$ cat src/rtl/fetch_pc_ctrl_pkg.sv
// Shared types and constants for the P5 fetch-stage PC controller.
// Holds the next-PC select encodings, the memory window and the control FSM states.
package fetch_pc_ctrl_pkg;

   typedef enum logic [1:0] {
      NPC_SEQ = 2'd0,
      NPC_BR  = 2'd1,
      NPC_J   = 2'd2,
      NPC_JR  = 2'd3
   } npc_sel_e;

   typedef enum logic {
      ST_RUN   = 1'b0,
      ST_FAULT = 1'b1
   } fsm_state_e;

   localparam logic [31:0] RESET_PC = 32'h0000_3000;
   localparam logic [31:0] IM_BASE  = 32'h0000_3000;
   localparam int unsigned IM_WORDS = 4096;
   localparam logic [31:0] IM_LIMIT = IM_BASE + 32'(4 * IM_WORDS);

   // A fetch PC is bad if it is misaligned or outside instruction memory.
   function automatic logic pc_is_bad(input logic [31:0] pc);
      return (pc[1:0] != 2'b00) || (pc < IM_BASE) || (pc >= IM_LIMIT);
   endfunction

endpackage

$ cat src/rtl/fetch_pc_ctrl_if.sv
// Fetch/decode-side signal bundle of the PC controller.
// The master side is the decode stage, hazard unit and fetch unit; the slave side is fetch_pc_ctrl.
interface fetch_pc_ctrl_if;
   import fetch_pc_ctrl_pkg::*;

   logic        stall_i;
   npc_sel_e    npc_sel_D_i;
   logic        br_taken_D_i;
   logic [15:0] imm16_D_i;
   logic [25:0] imm26_D_i;
   logic [31:0] jr_tgt_D_i;
   logic [31:0] instr_F_i;
   logic [31:0] pc_F_o;
   logic [31:0] instr_D_o;
   logic [31:0] pc_D_o;
   logic [31:0] pc8_D_o;
   logic [31:0] fetch_cnt_o;
   logic        fault_o;

   modport master (
      output stall_i, npc_sel_D_i, br_taken_D_i, imm16_D_i, imm26_D_i, jr_tgt_D_i, instr_F_i,
      input  pc_F_o, instr_D_o, pc_D_o, pc8_D_o, fetch_cnt_o, fault_o
   );

   modport slave (
      input  stall_i, npc_sel_D_i, br_taken_D_i, imm16_D_i, imm26_D_i, jr_tgt_D_i, instr_F_i,
      output pc_F_o, instr_D_o, pc_D_o, pc8_D_o, fetch_cnt_o, fault_o
   );

endinterface

$ cat src/rtl/fetch_pc_ctrl_npc_calc.sv
// Combinational next-PC target selection; redirects are relative to the PC of the
// branch/jump in D, so the instruction currently in F is the delay slot.
module npc_calc
   import fetch_pc_ctrl_pkg::*;
(
   input  logic [31:0] pc_f_i,
   input  logic [31:0] pc_d_i,
   input  npc_sel_e    npc_sel_i,
   input  logic        br_taken_i,
   input  logic [15:0] imm16_i,
   input  logic [25:0] imm26_i,
   input  logic [31:0] jr_tgt_i,
   output logic [31:0] npc_o
);

   logic [31:0] seq_pc;
   logic [31:0] br_pc;

   // NOTE: every always_comb output gets a default first so no path infers a latch.
   always_comb begin
      seq_pc = pc_f_i + 32'd4;
      br_pc  = pc_d_i + 32'd4 + {{14{imm16_i[15]}}, imm16_i, 2'b00};
      npc_o  = seq_pc;
      case (npc_sel_i)
         NPC_SEQ: npc_o = seq_pc;
         NPC_BR:  npc_o = br_taken_i ? br_pc : seq_pc;
         NPC_J:   npc_o = {pc_d_i[31:28], imm26_i, 2'b00};
         NPC_JR:  npc_o = jr_tgt_i;
         default: npc_o = seq_pc;
      endcase
   end

endmodule

$ cat src/rtl/fetch_pc_ctrl.sv
// P5 fetch-stage PC register, F/D pipeline register, fetch counter and sticky fetch fault.
// Once a bad PC is loaded the PC freezes until reset while F/D keeps sampling its input.
module fetch_pc_ctrl
   import fetch_pc_ctrl_pkg::*;
(
   input  logic           clk,
   input  logic           reset,
   fetch_pc_ctrl_if.slave bus
);

   fsm_state_e  state_q, state_d;
   logic [31:0] pc_f_q, pc_f_d;
   logic [31:0] pc_dec_q, pc_dec_d;
   logic [31:0] instr_dec_q, instr_dec_d;
   logic [31:0] fetch_cnt_q, fetch_cnt_d;
   logic        fault_q, fault_d;
   logic [31:0] npc;
   logic        advance;
   logic        load_pc;
   logic        new_fault;

   npc_calc u_npc_calc (
      .pc_f_i     (pc_f_q),
      .pc_d_i     (pc_dec_q),
      .npc_sel_i  (bus.npc_sel_D_i),
      .br_taken_i (bus.br_taken_D_i),
      .imm16_i    (bus.imm16_D_i),
      .imm26_i    (bus.imm26_D_i),
      .jr_tgt_i   (bus.jr_tgt_D_i),
      .npc_o      (npc)
   );

   always_comb begin
      advance     = !bus.stall_i;
      load_pc     = advance && (state_q == ST_RUN);
      new_fault   = load_pc && pc_is_bad(npc);
      pc_f_d      = load_pc ? npc : pc_f_q;
      pc_dec_d    = advance ? pc_f_q : pc_dec_q;
      instr_dec_d = advance ? bus.instr_F_i : instr_dec_q;
      fetch_cnt_d = advance ? fetch_cnt_q + 32'd1 : fetch_cnt_q;
      fault_d     = fault_q | new_fault;
      state_d     = new_fault ? ST_FAULT : state_q;
   end

   // NOTE: state flops use non-blocking assignments so every register samples pre-edge values.
   always_ff @(posedge clk) begin
      if (reset) begin
         state_q     <= ST_RUN;
         pc_f_q      <= RESET_PC;
         pc_dec_q    <= RESET_PC;
         instr_dec_q <= '0;
         fetch_cnt_q <= '0;
         fault_q     <= 1'b0;
      end else begin
         state_q     <= state_d;
         pc_f_q      <= pc_f_d;
         pc_dec_q    <= pc_dec_d;
         instr_dec_q <= instr_dec_d;
         fetch_cnt_q <= fetch_cnt_d;
         fault_q     <= fault_d;
      end
   end

   assign bus.pc_F_o      = pc_f_q;
   assign bus.pc_D_o      = pc_dec_q;
   assign bus.pc8_D_o     = pc_dec_q + 32'd8;
   assign bus.instr_D_o   = instr_dec_q;
   assign bus.fetch_cnt_o = fetch_cnt_q;
   assign bus.fault_o     = fault_q;

endmodule

$ cat src/flat_wrapper.sv
// flat-port wrapper written by rule: the top's interface ports become plain ports
module fetch_pc_ctrl_flat import fetch_pc_ctrl_pkg::*;
  (clk, reset, bus_stall_i, bus_npc_sel_D_i, bus_br_taken_D_i, bus_imm16_D_i, bus_imm26_D_i, bus_jr_tgt_D_i, bus_instr_F_i, bus_pc_F_o, bus_instr_D_o, bus_pc_D_o, bus_pc8_D_o, bus_fetch_cnt_o, bus_fault_o);
  fetch_pc_ctrl_if bus_i ();
  input  logic clk;
  input  logic reset;
  input wire logic [$bits(bus_i.stall_i)-1:0] bus_stall_i;
  input wire logic [$bits(bus_i.npc_sel_D_i)-1:0] bus_npc_sel_D_i;
  input wire logic [$bits(bus_i.br_taken_D_i)-1:0] bus_br_taken_D_i;
  input wire logic [$bits(bus_i.imm16_D_i)-1:0] bus_imm16_D_i;
  input wire logic [$bits(bus_i.imm26_D_i)-1:0] bus_imm26_D_i;
  input wire logic [$bits(bus_i.jr_tgt_D_i)-1:0] bus_jr_tgt_D_i;
  input wire logic [$bits(bus_i.instr_F_i)-1:0] bus_instr_F_i;
  output wire logic [$bits(bus_i.pc_F_o)-1:0] bus_pc_F_o;
  output wire logic [$bits(bus_i.instr_D_o)-1:0] bus_instr_D_o;
  output wire logic [$bits(bus_i.pc_D_o)-1:0] bus_pc_D_o;
  output wire logic [$bits(bus_i.pc8_D_o)-1:0] bus_pc8_D_o;
  output wire logic [$bits(bus_i.fetch_cnt_o)-1:0] bus_fetch_cnt_o;
  output wire logic [$bits(bus_i.fault_o)-1:0] bus_fault_o;
  assign bus_i.stall_i = bus_stall_i;
  assign bus_i.npc_sel_D_i = bus_npc_sel_D_i;
  assign bus_i.br_taken_D_i = bus_br_taken_D_i;
  assign bus_i.imm16_D_i = bus_imm16_D_i;
  assign bus_i.imm26_D_i = bus_imm26_D_i;
  assign bus_i.jr_tgt_D_i = bus_jr_tgt_D_i;
  assign bus_i.instr_F_i = bus_instr_F_i;
  assign bus_pc_F_o = bus_i.pc_F_o;
  assign bus_instr_D_o = bus_i.instr_D_o;
  assign bus_pc_D_o = bus_i.pc_D_o;
  assign bus_pc8_D_o = bus_i.pc8_D_o;
  assign bus_fetch_cnt_o = bus_i.fetch_cnt_o;
  assign bus_fault_o = bus_i.fault_o;
  fetch_pc_ctrl u_core (.clk(clk), .reset(reset), .bus(bus_i));
endmodule
$ cat config.mk
export PLATFORM = sky130hd
export DESIGN_NAME = fetch_pc_ctrl_flat
export DESIGN_NICKNAME = d
export VERILOG_FILES = /design/src/rtl/fetch_pc_ctrl_pkg.sv /design/src/rtl/fetch_pc_ctrl_if.sv /design/src/rtl/fetch_pc_ctrl_npc_calc.sv /design/src/rtl/fetch_pc_ctrl.sv /design/src/flat_wrapper.sv
export SDC_FILE = /design/constraint.sdc
export NUM_CORES = 1
export LEC_CHECK = 0
export BUFFER_PORTS_ARGS = -buffer_cell sky130_fd_sc_hd__buf_4
export CAP_MARGIN = 25
export CORE_MARGIN = 10
export CORE_UTILIZATION = 30
export CTS_CLUSTER_DIAMETER = 40
export CTS_CLUSTER_SIZE = 24
export DETAILED_ROUTE_END_ITERATION = 10
export PLACE_DENSITY = 0.63
export REMOVE_ABC_BUFFERS = 1
export SYNTH_ARGS = -nofsm -noshare
export SYNTH_HDL_FRONTEND = slang
export SYNTH_HIERARCHICAL = 1
export SYNTH_SLANG_ARGS = --single-unit
$ cat constraint.sdc
create_clock -name clk -period 3.73 [get_ports clk]
set_input_delay 0.1865 -clock clk [delete_from_list [all_inputs] [get_ports clk]]
set_output_delay 0.1865 -clock clk [all_outputs]
set_load 0.005 [all_outputs]
==> flow_summary.rst, run 1 <==
.. list-table::
   :header-rows: 1

   * - Metric
     - Value
   * - Most common flop cell mapped by yosys
     - sky130_fd_sc_hd__dfxtp_1
   * - Cts bufs inserted
     - 17
   * - Layout-stage area growth over the synthesis result
     - 42.0%
   * - Hold wc startpoint
     - bus_instr_F_i[10]
   * - Most numerous cell types in the synthesized netlist
     - sky130_fd_sc_hd__dfxtp_1 (130), sky130_fd_sc_hd__nor2_1 (128), sky130_fd_sc_hd__nand2_1 (124), sky130_fd_sc_hd__a21oi_1 (95), sky130_fd_sc_hd__mux2i_1 (69)
   * - Number of flip-flops and latches in the synthesized netlist
     - 130
   * - Buffers & Inverters on Critical Path
     - 1
   * - Capture point of the critical path
     - u_core/state_q
   * - Final HPWL from detailed placement
     - 26,200 microns
   * - Post-synth top area share
     - 29.1%
   * - Type of the worst setup path
     - flop to flop
   * - Sum of met3 wire segment lengths after detailed routing
     - 3270 microns
   * - Wl on met1
     - 14,900 microns
   * - Vert. Die Dim
     - 193 microns
   * - Synth Area in Adders
     - 8.62%
   * - DRC viols
     - 0
   * - Post-DR wirelength/cell
     - 19.3 microns
   * - P per Cell Area
     - 321 mW/mm^2
   * - Global placer's final weighted congestion
     - 0.919
   * - Deepest level of the CTS H-tree
     - 4
   * - Minimum clock period
     - 3560 ps
   * - Dominant cell by count in the synthesized netlist
     - sky130_fd_sc_hd__dfxtp_1
   * - Clock Power Share
     - 42.2%
   * - Yosys warnings
     - 6
   * - CP Depth
     - 17
   * - Clock tree root driver cell
     - sky130_fd_sc_hd__clkbuf_16
   * - Area fraction in compound gates after synthesis
     - 15.4%
   * - Largest cells by area after synthesis
     - sky130_fd_sc_hd__dfxtp_1 (29%), sky130_fd_sc_hd__ha_1 (8.4%), sky130_fd_sc_hd__mux2i_1 (7.7%), sky130_fd_sc_hd__nor2_1 (5.4%), sky130_fd_sc_hd__a21oi_1 (5.3%)
   * - Critical path, cell by cell
     - ha_4, ha_4, inv_2, fa_2, nor2b_4, o31a_1, o31ai_4, a31o_1, o21ai_2, a21oi_2, xor2_1, a21oi_2, mux4_2, nor4_4, o211ai_1, o21bai_1, a21oi_1
   * - Mean number of vias per cell
     - 5.22
   * - Global-route wire length before repair
     - 53,200 microns
   * - I/O Buffers
     - 272
   * - Cells on worst reg2reg path
     - 17
   * - Met2 routed WL
     - 16,100 microns
   * - Layout Skew
     - 14.6 ps
   * - WHS
     - 14.5 ps
   * - Comb pwr share
     - 21.0%
   * - Slew at the pin with the worst max-slew slack
     - 991 ps
   * - Mapped Area
     - 0.00894 sq mm
   * - Fraction of final layout cells with drive strength greater than 1
     - 29.8%
   * - Synthesized area per cell
     - 8.24 sq um
   * - Peak VDD IR
     - 0.249 mV
   * - Initial core utilization
     - 30.3%
   * - Reg-to-reg critical path startpoint
     - u_core/bus.pc_D_o[3]
   * - RSZ-0062 raised after global routing
     - true
   * - Post-synthesis async set-or-reset flop share
     - 0%
   * - Total of max-cap violations
     - 0
   * - Worst Path Max Fanout
     - 3
   * - Gate Count Post-Synth
     - 1,084
   * - Post-CTS clock slew at the launch and capture registers of the worst setup and hold paths
     - 70 ps
   * - Leftover overflow at the end of global routing
     - 0
   * - Clock sinks
     - 130
   * - Remaining max-slew budget at the tightest pin
     - 33.7%
   * - Arrival @ worst endpoint
     - 3820 ps
   * - Status
     - finished, final reports clean
   * - Required time of the critical path
     - 3980 ps
   * - Later-pin clock latency in the skew report
     - 420 ps
   * - Overall Power
     - 4.08 mW
   * - Main combinational cell family by area after synthesis
     - simple AND/OR/NAND/NOR gates
   * - Leak pwr
     - 5.70 nW
   * - Final count of hold timing violations
     - 0
   * - Max Clk Rate
     - 281 MHz
   * - DRT iter0 DRCs
     - 586
   * - Seq/Total Area, Yosys
     - 29.1%
   * - Fill cells
     - 2,965
   * - Area share of and/or/nand/nor cells after synthesis
     - 22.6%
   * - Number of library cell types mapped by synthesis
     - 71
   * - Nets@finish
     - 1,571
   * - Startpoint of the most critical setup path
     - u_core/bus.pc_D_o[3]
   * - DRT antenna net count
     - 0
   * - Number of iterations in the first detailed-routing pass
     - 5
   * - Via count of the first global-routing pass
     - 9,362
   * - Max clock buf depth
     - 2
   * - Critical-path cell with the highest stage delay
     - sky130_fd_sc_hd__mux4_2
   * - Mux contribution to synthesized area
     - 11.3%
   * - Design internal power
     - 2.82 mW
   * - Max Transition Viols Final
     - 0
   * - Core box area
     - 0.0295 sq mm
   * - Cell type with the largest total area after synthesis
     - sky130_fd_sc_hd__dfxtp_1
   * - Overall die width
     - 193 microns
   * - Post-synthesis xor/xnor area fraction
     - 9.02%
   * - Number of antenna violations at the first check in global routing
     - 4
   * - Top sig layer
     - met4
   * - Crit end category
     - flop
   * - Total die area
     - 0.0371 sq mm
   * - Maximum number of pins on one net before global-route repair
     - 76
   * - Row Count
     - 63
   * - Hold crit path type
     - input port to flop
   * - Routed via count
     - 9,422
   * - Final setup violation count
     - 0
   * - Post-synth EDFFs
     - 0
   * - Clock tree from TritonCTS
     - done
   * - Largest incremental delay on the critical path
     - 540 ps
   * - Worst reg-to-reg setup slack
     - 170 ps
   * - Critical path's top delay family
     - compound AO/OA/AOI/OAI gates
   * - Critical register-to-register path endpoint
     - u_core/state_q
   * - Tcrit/Tclk final
     - 95.5%
   * - Portion of total power attributed to sequential cells
     - 36.8%
   * - Global-route total usage across every layer
     - 18.1%
   * - Net switching component of the power
     - 1.26 mW
   * - Routed wire length
     - 34,800 microns
   * - Switching part of the total
     - 30.8%
   * - Worst setup SP type
     - flop
   * - I/O pin total
     - 273
[worst register-to-register path, stage by stage (launching register included)]
cell and delay (ps):
sky130_fd_sc_hd__dfxtp_2 340, sky130_fd_sc_hd__ha_4 270, sky130_fd_sc_hd__ha_4 130, sky130_fd_sc_hd__inv_2 40, sky130_fd_sc_hd__fa_2 360, sky130_fd_sc_hd__nor2b_4 120, sky130_fd_sc_hd__o31a_1 220, sky130_fd_sc_hd__o31ai_4 100
sky130_fd_sc_hd__a31o_1 250, sky130_fd_sc_hd__o21ai_2 140, sky130_fd_sc_hd__a21oi_2 70, sky130_fd_sc_hd__xor2_1 180, sky130_fd_sc_hd__a21oi_2 80, sky130_fd_sc_hd__mux4_2 540, sky130_fd_sc_hd__nor4_4 150, sky130_fd_sc_hd__o211ai_1 150
sky130_fd_sc_hd__o21bai_1 170, sky130_fd_sc_hd__a21oi_1 80
[sequential cells by signal, indices dropped and copies added (netlist names)]
name                    flops
u_core/state_q              1
u_core/bus.pc_D_o          32
u_core/bus.fetch_cnt_o     32
u_core/bus.fault_o          1
u_core/bus.instr_D_o       32
u_core/bus.pc_F_o          32
[area by class of cell]
| cell class | count | area (sq um) | share of cell area, % |
|---|---|---|---|
| antenna | 4 | 10.0 | 0.0789 |
| sequential | 130 | 2610 | 20.5 |
| multi-input combinational | 870 | 6160 | 48.5 |
| clock buffer | 17 | 425 | 3.35 |
| clock inverter | 15 | 161 | 1.27 |
| tap | 390 | 488 | 3.85 |
| inverter | 21 | 78.8 | 0.621 |
| timing repair buffer | 358 | 2760 | 21.8 |
[cell families after synthesis]
family / count (synthesis)
simple gates: 415
compound gates: 217
flops: 130
xor+xnor: 92
mux: 85
buf+inv: 84
fa+ha+maj: 61
[cell usage in the layout, fill, tap and decap left out, types with 5 or more instances in the layout]
cell type / Yosys / routed
sky130_fd_sc_hd__or3_1: 5 / 5
sky130_fd_sc_hd__nor2b_1: 7 / 7
sky130_fd_sc_hd__ha_1: 60 / 53
sky130_fd_sc_hd__mux4_2: 12 / 12
sky130_fd_sc_hd__a31oi_1: 11 / 11
sky130_fd_sc_hd__dfxtp_1: 130 / 128
sky130_fd_sc_hd__xnor2_1: 54 / 54
sky130_fd_sc_hd__nand3_1: 42 / 42
sky130_fd_sc_hd__clkbuf_16: 0 / 17
sky130_fd_sc_hd__or4_1: 10 / 10
sky130_fd_sc_hd__o31ai_1: 11 / 10
sky130_fd_sc_hd__nand2_1: 124 / 124
sky130_fd_sc_hd__inv_8: 0 / 7
sky130_fd_sc_hd__xor2_1: 38 / 38
sky130_fd_sc_hd__nor2_1: 128 / 127
sky130_fd_sc_hd__and4_1: 10 / 10
sky130_fd_sc_hd__dlygate4sd3_1: 0 / 30
sky130_fd_sc_hd__nor4_1: 9 / 6
sky130_fd_sc_hd__a21oi_1: 95 / 88
sky130_fd_sc_hd__buf_4: 6 / 328
sky130_fd_sc_hd__mux2i_1: 69 / 69
sky130_fd_sc_hd__a221oi_1: 8 / 8
sky130_fd_sc_hd__inv_1: 21 / 17
sky130_fd_sc_hd__nand4_1: 28 / 28
sky130_fd_sc_hd__o21ai_0: 27 / 26
sky130_fd_sc_hd__nand2b_1: 5 / 5
sky130_fd_sc_hd__a21o_1: 14 / 14
sky130_fd_sc_hd__nor3_1: 10 / 9
sky130_fd_sc_hd__and3_1: 19 / 19
sky130_fd_sc_hd__ha_4: 0 / 6
sky130_fd_sc_hd__a21oi_2: 2 / 9
[metal layers]
metal / vias to the layer above / track usage (%)
met2: 375 / 29.2
li1: 4531 / -
met5: - / 0
met1: 4485 / 22.6
met3: 31 / 6.09
met4: 0 / 4.62
[repair_timing]
item | in CTS | in global routing
cloned | 0 | 0
endpoints found under the setup margin | 2 | 2
hold buffers | 30 | 0
buffers inserted | 2 | 1
resized for setup | 18 | 19
pin swaps | 21 | 13
endpoints found under the hold margin | 30 | 0
[power groups by stage]
stage / registers [mW] / logic, mW / clock network (mW)
finish: 1.50 / 0.856 / 1.72
global route: 1.51 / 0.936 / 1.82
CTS: 1.50 / 0.838 / 1.77
detailed placement: 1.53 / 0.797 / 0
global placement: 1.53 / 0.790 / 0
floorplan: 1.53 / 0.361 / 0
[through the flow]
step                      cells  utilization [%]  TNS [ps]  setup WS, ps  cell area (sq um)
after floorplan            1021                -         0           297               8660
after global placement     1736             39.3         0          13.8              11600
after detailed placement   1737             39.4      -165          -105              11600
after CTS                  1800             42.7         0         0.336              12600
after global routing       1803             43.0     -83.0         -44.3              12700
final                      1805             43.0         0           168              12700
[worst min path at each step]
stage / slack, ps / end / cells after the start
2_1_floorplan: 260 / u_core/bus.fault_o / 1
3_3_place_gp: 410 / u_core/bus.instr_D_o[18] / 3
3_5_place_dp: 420 / u_core/bus.instr_D_o[17] / 3
4_1_cts: 0.9 / u_core/bus.instr_D_o[14] / 3
5_1_grt: 3 / u_core/bus.instr_D_o[14] / 3
6_report: 10 / u_core/bus.instr_D_o[10] / 3
(Power assumes the default switching activity.)
==> run 2: changes to the inputs <==
--- a/config.mk
+++ b/config.mk
@@ -9,6 +9,7 @@
 export CAP_MARGIN = 25
 export CORE_MARGIN = 10
 export CORE_UTILIZATION = 30
+export CTS_BUF_LIST = sky130_fd_sc_hd__clkbuf_8 sky130_fd_sc_hd__clkbuf_16
 export CTS_CLUSTER_DIAMETER = 40
 export CTS_CLUSTER_SIZE = 24
 export DETAILED_ROUTE_END_ITERATION = 10
==> constraint.sdc (replaced) <==
create_clock -name clk -period 4.55 [get_ports clk]
set_input_delay 0.2275 -clock clk [delete_from_list [all_inputs] [get_ports clk]]
set_output_delay 0.2275 -clock clk [all_outputs]
set_load 0.005 [all_outputs]
==> run 2 against run 1 <==
- flip-flop and latch count stayed put
- routed wire length is 1.8% lower
- sequential share of layout area is 1.4 points higher
- cell count is 4.4% lower
- via count is 3.9% lower
- combinational power is 29% lower
- largest power group unchanged
- largest cell class unchanged
- utilization is 2.7 points lower
- count of clock-buffer cells in the layout stayed put
==> flow_summary.rst, run 2 (synthesis results as in run 1) <==
.. list-table::
   :header-rows: 1

   * - Metric
     - Value
   * - Status
     - finished, final reports clean
   * - Most common cell after layout, fill and taps aside
     - sky130_fd_sc_hd__buf_4
   * - DRT antenna net count
     - 0 (unchanged)
   * - Vert. Die Dim
     - 193 microns (unchanged)
   * - Total die area
     - 0.0371 sq mm (unchanged)
   * - Overall die width
     - 193 microns (unchanged)
   * - Final HPWL from detailed placement
     - 25,600 microns (-2.4%)
   * - Max Transition Viols Final
     - 0 (unchanged)
   * - Final setup violation count
     - 0 (unchanged)
   * - Peak VDD IR
     - 0.176 mV (-29%)
   * - Final count of hold timing violations
     - 0 (unchanged)
   * - Crit end category
     - flop
   * - Hold-fix buffers at CTS
     - 0 (-100%)
   * - Maximum number of pins on one net before global-route repair
     - 68 (-11%)
   * - Reg-to-reg critical path startpoint
     - u_core/bus.pc_D_o[2]
   * - Final critical-path setup slack
     - 483 ps (+315 ps)
   * - Initial core utilization
     - 30.3% (unchanged)
   * - Clock tree from TritonCTS
     - done
   * - Post-DR wirelength/cell
     - 19.8 microns (+2.7%)
   * - Hold crit path type
     - input port to flop
   * - Fill cells
     - 3,038 (+2.5%)
   * - Number of antenna violations at the first check in global routing
     - 0 (-4)
   * - Slew at the pin with the worst max-slew slack
     - 936 ps (-55.3 ps)
   * - Hold wc startpoint
     - bus_instr_F_i[11]
   * - Post-CTS clock slew at the launch and capture registers of the worst setup and hold paths
     - 80 ps (about the same)
   * - Routed wire length
     - 34,200 microns (-1.8%)
   * - P per Cell Area
     - 278 mW/mm^2 (-13%)
   * - RSZ-0062 raised after global routing
     - false
   * - Max clock buf depth
     - 2 (unchanged)
   * - Tcrit/Tclk final
     - 89.4% (-6.1 points)
   * - Remaining max-slew budget at the tightest pin
     - 37.5% (+3.8 points)
   * - Startpoint of the most critical setup path
     - u_core/bus.pc_D_o[2]
   * - Layout-stage area growth over the synthesis result
     - 32.9%
   * - Post-route setup TNS
     - 0 ps (unchanged)
   * - Required time of the critical path
     - 4820 ps (+840 ps)
   * - DRT iter0 DRCs
     - 561 (-4.3%)
   * - Global-route wire length before repair
     - 51,700 microns (-2.7%)
   * - Leftover overflow at the end of global routing
     - 0 (unchanged)
   * - Total of max-cap violations
     - 0 (unchanged)
   * - Max Clk Rate
     - 246 MHz (-12%)
   * - Post-placement worst setup slack
     - 628 ps (+734 ps)
   * - Clock tree root driver cell
     - sky130_fd_sc_hd__clkbuf_16
   * - Type of the worst setup path
     - flop to flop
   * - I/O pin total
     - 273 (unchanged)
   * - Global-route total usage across every layer
     - 17.7% (-0.40 points)
   * - Leak pwr
     - 5.34 nW (-6.4%)
   * - DRC viols
     - 0 (unchanged)
   * - Clock sinks
     - 130 (unchanged)
   * - Via count of the first global-routing pass
     - 8,904 (-4.9%)
   * - Later-pin clock latency in the skew report
     - 430 ps (about the same)
   * - Commonest non-fill, non-tap cells in the layout
     - sky130_fd_sc_hd__buf_4 (283), sky130_fd_sc_hd__dfxtp_1 (130), sky130_fd_sc_hd__nor2_1 (127)
   * - Fraction of final layout cells with drive strength greater than 1
     - 25.9% (-3.9 points)
   * - Minimum clock period
     - 4070 ps (+505 ps)
   * - Nets@finish
     - 1,496 (-4.8%)
   * - Post-CTS resize count
     - 0 (-18)
   * - I/O Buffers
     - 272 (unchanged)
   * - Global placer's final weighted congestion
     - 0.929 (+0.99%)
   * - Worst setup SP type
     - flop
   * - Layout Skew
     - 17.2 ps (+2.59 ps)
   * - Cts bufs inserted
     - 17 (unchanged)
   * - Mean number of vias per cell
     - 5.25 (+0.55%)
   * - Routed via count
     - 9,059 (-3.9%)
   * - Row Count
     - 63 (unchanged)
   * - Worst Path Max Fanout
     - 5 (+2)
   * - Arrival @ worst endpoint
     - 4340 ps (+520 ps)
   * - Deepest level of the CTS H-tree
     - 4 (unchanged)
   * - Core box area
     - 0.0295 sq mm (unchanged)
   * - Buffer count from post-CTS setup fixing
     - 0 (-2)
   * - Number of iterations in the first detailed-routing pass
     - 5 (unchanged)
   * - Diode count
     - 0 (-4)
[run 2: critical path: stages, from the launching register on]
cell and delay (ps):
sky130_fd_sc_hd__dfxtp_1 370, sky130_fd_sc_hd__inv_1 60, sky130_fd_sc_hd__ha_1 190, sky130_fd_sc_hd__inv_1 80, sky130_fd_sc_hd__ha_1 170, sky130_fd_sc_hd__inv_1 50, sky130_fd_sc_hd__fa_1 430, sky130_fd_sc_hd__nor2b_4 130
sky130_fd_sc_hd__o31a_1 190, sky130_fd_sc_hd__o31ai_2 120, sky130_fd_sc_hd__a31oi_1 480, sky130_fd_sc_hd__a21oi_4 160, sky130_fd_sc_hd__o311ai_1 270, sky130_fd_sc_hd__o41ai_1 130, sky130_fd_sc_hd__a211o_1 330, sky130_fd_sc_hd__nor4_1 330
sky130_fd_sc_hd__nand3_1 160, sky130_fd_sc_hd__o21ai_0 170, sky130_fd_sc_hd__a21oi_1 80
[run 2: routing by layer]
layer  wire (microns)  global-route usage [%]  up-vias
li1                 -                       -     4380
met1            14700                    22.5     4278
met2            15600                    28.1      365
met3             3290                    6.16       36
met4              567                    4.35        0
met5                0                       0        -
[run 2: final cells by class]
class / instances / area [sq um] / area share, %
inverter: 21 / 78.8 / 0.663
sequential: 130 / 2600 / 21.9
clock buffer: 17 / 425 / 3.58
tap: 390 / 488 / 4.11
clock inverter: 15 / 178 / 1.50
multi-input combinational: 870 / 5980 / 50.4
timing repair buffer: 283 / 2120 / 17.9
[run 2: worst paths after layout]
path / end / slack (ps) / cells after the start
worst max-delay path: u_core/bus.fault_o / 480 / 18
worst max register to register: u_core/bus.fault_o / 480 / 18
worst min register to register: u_core/bus.fault_o / 470 / 2
worst min-delay path: u_core/bus.instr_D_o[11] / 30 / 3
[run 2: power by group]
part | internal, mW | switching (mW) | leakage [nW]
logic | 0.294 | 0.316 | 3.99
clock network | 0.793 | 0.656 | 0.293
registers | 1.18 | 0.0610 | 1.06
[run 2: metrics by stage]
step,power (mW),cell area [sq um],hold WS (ps),utilization [%],std cells
after detailed placement,1.88,11300,450,38.3,1694
after global routing,3.45,11900,26.5,40.3,1726
after global placement,1.87,11300,455,38.3,1694
after floorplan,1.55,8660,297,-,1021
after CTS,3.34,11900,10.1,40.3,1726
final,3.30,11900,26.8,40.3,1726
==> run 3: changes to the inputs <==
--- a/config.mk
+++ b/config.mk
@@ -5,6 +5,7 @@
 export SDC_FILE = /design/constraint.sdc
 export NUM_CORES = 1
 export LEC_CHECK = 0
+export ABC_AREA = 1
 export BUFFER_PORTS_ARGS = -buffer_cell sky130_fd_sc_hd__buf_4
 export CAP_MARGIN = 25
 export CORE_MARGIN = 10
@@ -13,7 +14,7 @@
 export CTS_CLUSTER_DIAMETER = 40
 export CTS_CLUSTER_SIZE = 24
 export DETAILED_ROUTE_END_ITERATION = 10
-export PLACE_DENSITY = 0.63
+export PLACE_DENSITY = 0.62
 export REMOVE_ABC_BUFFERS = 1
 export SYNTH_ARGS = -nofsm -noshare
 export SYNTH_HDL_FRONTEND = slang
==> run 3 against run 2 <==
- first-iteration DRC count up 59%
- sequential power is 6% higher
- maximum frequency is 12% higher
- synthesized cell count grew 66%
==> flow_summary.rst, run 3 <==
.. list-table::
   :header-rows: 1

   * - Metric
     - Value
   * - Most common cell after layout, fill and taps aside
     - sky130_fd_sc_hd__nand2_1
   * - Met2 demand-to-capacity share in global routing
     - 34.7% (+6.6 points)
   * - Routed via count
     - 12,500 (+38%)
   * - Number of flip-flops and latches in the synthesized netlist
     - 130 (unchanged)
   * - Leak pwr
     - 6.80 nW (+27%)
   * - Global placer's final weighted congestion
     - 0.964 (+3.8%)
   * - RSZ-0062 raised after global routing
     - false
   * - DRT antenna net count
     - 0 (unchanged)
   * - Most common flop cell mapped by yosys
     - sky130_fd_sc_hd__dfxtp_1
   * - Dominant cell by count in the synthesized netlist
     - sky130_fd_sc_hd__nand2_1
   * - Fraction of final layout cells with drive strength greater than 1
     - 18.0% (-7.9 points)
   * - Number of iterations in the first detailed-routing pass
     - 6 (+1)
   * - Final critical-path setup slack
     - 907 ps (+424 ps)
   * - Max Clk Rate
     - 275 MHz (+12%)
   * - Remaining max-slew budget at the tightest pin
     - 35.0% (-2.5 points)
   * - I/O pin total
     - 273 (unchanged)
   * - Post-DR wirelength/cell
     - 18.2 microns (-8.1%)
   * - Post-synth EDFFs
     - 0 (unchanged)
   * - Most utilized layer in the global route result
     - met2
   * - Tcrit/Tclk final
     - 80.1% (-9.3 points)
   * - Final HPWL from detailed placement
     - 36,000 microns (+40%)
   * - Routing usage on met1
     - 23.9% (+1.4 points)
   * - Largest incremental delay on the critical path
     - 410 ps (-70 ps)
   * - DRC viols
     - 0 (unchanged)
   * - Global-route total usage across every layer
     - 20.2% (+2.5 points)
   * - Later-pin clock latency in the skew report
     - 440 ps (about the same)
   * - I/O Buffers
     - 272 (unchanged)
   * - Synthesized area per cell
     - 5.91 sq um (-28%)
   * - Leftover overflow at the end of global routing
     - 0 (unchanged)
   * - Layout-stage area growth over the synthesis result
     - 28.8%
   * - Crit end category
     - flop
   * - Hold crit path type
     - input port to flop
   * - Maximum number of pins on one net before global-route repair
     - 83 (+22%)
   * - Buffer count from post-CTS setup fixing
     - 0 (unchanged)
   * - Type of the worst setup path
     - flop to flop
   * - Slew at the pin with the worst max-slew slack
     - 975 ps (+38.9 ps)
   * - Final setup violation count
     - 0 (unchanged)
   * - Max Transition Viols Final
     - 0 (unchanged)
   * - Row Count
     - 68 (+7.9%)
   * - Max clock buf depth
     - 2 (unchanged)
   * - Clock sinks
     - 130 (unchanged)
   * - Post-synth top area share
     - 24.4% (-4.7 points)
   * - Post-CTS clock slew at the launch and capture registers of the worst setup and hold paths
     - 70 ps (about the same)
   * - Mean number of vias per cell
     - 4.98 (-5.1%)
   * - Seq/Total Area, Yosys
     - 24.4% (-4.7 points)
   * - Initial core utilization
     - 30.6% (+0.29 points)
   * - Final count of hold timing violations
     - 0 (unchanged)
   * - Total die area
     - 0.0434 sq mm (+17%)
   * - Number of antenna violations at the first check in global routing
     - 1 (+1)
   * - Core box area
     - 0.0348 sq mm (+18%)
   * - Mapped Area
     - 0.0106 sq mm (+19%)
   * - Post-synthesis async set-or-reset flop share
     - 0% (unchanged)
   * - Clock tree from TritonCTS
     - done
   * - Diode count
     - 0 (unchanged)
   * - Yosys warnings
     - 6 (unchanged)
   * - Peak VDD IR
     - 0.255 mV (+45%)
   * - Clock tree root driver cell
     - sky130_fd_sc_hd__clkbuf_16
   * - Post-placement worst setup slack
     - 865 ps (+237 ps)
   * - Via count of the first global-routing pass
     - 12,100 (+36%)
   * - P per Cell Area
     - 278 mW/mm^2 (about the same)
   * - Critical path, cell by cell
     - ha_1, ha_1, inv_1, fa_1, inv_1, nand3_1, nand3_1, nand3_1, nand3_1, nand2_1, nand3_1, nand3_1, nand2_1, nand3_1, nor2_1, nand3_1, nor2_1, nand2_1, o21ai_0, a21oi_1
   * - Minimum clock period
     - 3640 ps (-424 ps)
   * - Global-route wire length before repair
     - 70,000 microns (+35%)
   * - DRT iter0 DRCs
     - 891 (+59%)
   * - Cell type with the largest total area after synthesis
     - sky130_fd_sc_hd__dfxtp_1
   * - Met3 GRT Util
     - 5.93% (-0.23 points)
   * - Vert. Die Dim
     - 208 microns (+8.2%)
   * - Arrival @ worst endpoint
     - 3970 ps (-370 ps)
   * - Deepest level of the CTS H-tree
     - 4 (unchanged)
   * - Total of max-cap violations
     - 0 (unchanged)
   * - Cts bufs inserted
     - 17 (unchanged)
   * - Layout Skew
     - 9.94 ps (-7.25 ps)
   * - Gate Count Post-Synth
     - 1,803 (+66%)
   * - Status
     - finished, final reports clean
   * - Post-route setup TNS
     - 0 ps (unchanged)
   * - Post-CTS resize count
     - 0 (unchanged)
   * - Critical-path cell with the highest stage delay
     - sky130_fd_sc_hd__dfxtp_1
   * - Nets@finish
     - 2,215 (+48%)
   * - Required time of the critical path
     - 4880 ps (+60 ps)
   * - Routed wire length
     - 45,700 microns (+34%)
   * - Most numerous cell on the critical path
     - sky130_fd_sc_hd__nand3_1
   * - Hold-fix buffers at CTS
     - 2 (+2)
   * - Worst setup SP type
     - flop
   * - Most numerous cell types in the synthesized netlist
     - sky130_fd_sc_hd__nand2_1 (455), sky130_fd_sc_hd__nor2_1 (296), sky130_fd_sc_hd__inv_1 (227), sky130_fd_sc_hd__nand3_1 (183), sky130_fd_sc_hd__dfxtp_1 (130)
   * - Post-DP Area
     - 0.0130 sq mm (+16%)
   * - Overall die width
     - 208 microns (+8.2%)
   * - Largest cells by area after synthesis
     - sky130_fd_sc_hd__dfxtp_1 (24%), sky130_fd_sc_hd__nand2_1 (16%), sky130_fd_sc_hd__nor2_1 (10%), sky130_fd_sc_hd__nand3_1 (8.6%), sky130_fd_sc_hd__inv_1 (8.0%)
   * - Commonest non-fill, non-tap cells in the layout
     - sky130_fd_sc_hd__nand2_1 (455), sky130_fd_sc_hd__nor2_1 (296), sky130_fd_sc_hd__buf_4 (280)
   * - Cell area after layout
     - 0.0137 sq mm (+15%)
   * - Number of library cell types mapped by synthesis
     - 48 (-32%)
   * - Worst Path Max Fanout
     - 6 (+1)
## run 3: kinds of logic after synthesis
logic type,Yosys count,share of synthesized area [%]
fa+ha+maj,61,7.24
buf+inv,294,10.8
flops,130,24.4
compound gates,221,10.8
simple gates,1051,43.0
xor+xnor,46,3.78
## run 3: critical path, delay by kind of cell, from the launching register on
family / cells / cell delay [ps]
DFF: 1 / 410
and+or+nand+nor: 13 / 1660
buffers and inverters: 2 / 200
adders and majority gates: 3 / 890
AOI/OAI and AO/OA: 2 / 350
## run 3: worst paths after layout
kind	startpoint	end	slack [ps]	cells after the start
setup / recovery	u_core/bus.pc_D_o[3]	u_core/state_q	910	20
hold / removal	bus_instr_F_i[15]	u_core/bus.instr_D_o[15]	20	3
setup reg to reg	u_core/bus.pc_D_o[3]	u_core/state_q	910	20
hold reg to reg	u_core/bus.fault_o	u_core/bus.fault_o	470	2
## run 3: layout make-up
type | instances | area (sq um)
fillers | 3834 | 21100
multi-input cells | 1379 | 6900
flip-flops and latches | 130 | 2600
repair buffers | 282 | 2120
inverters | 232 | 875
well taps | 455 | 569
clock buffers | 17 | 425
clock inverters | 15 | 221
## run 3: per-stage QoR
step	cells	hold WS, ps	util, %	total power, mW
after floorplan	1741	297	-	1.80
after global placement	2476	463	37.5	2.28
after detailed placement	2476	459	37.5	2.29
after CTS	2510	0.468	39.4	3.85
after global routing	2510	4.52	39.4	4.03
final	2510	19.5	39.4	3.81
## run 3: power by group
group / total [mW] / leakage [nW] / switching [mW] / internal [mW]
combinational: 0.956 / 5.41 / 0.573 / 0.383
clock: 1.54 / 0.316 / 0.610 / 0.934
sequential: 1.31 / 1.07 / 0.106 / 1.21
## run 3: routing by layer
layer	share of wire [%]	up-vias	wire, microns
met5	0.044	-	20
met4	2.2	2	996
met3	8.3	52	3810
met2	48	466	22000
met1	41	5746	18800
li1	-	6230	-
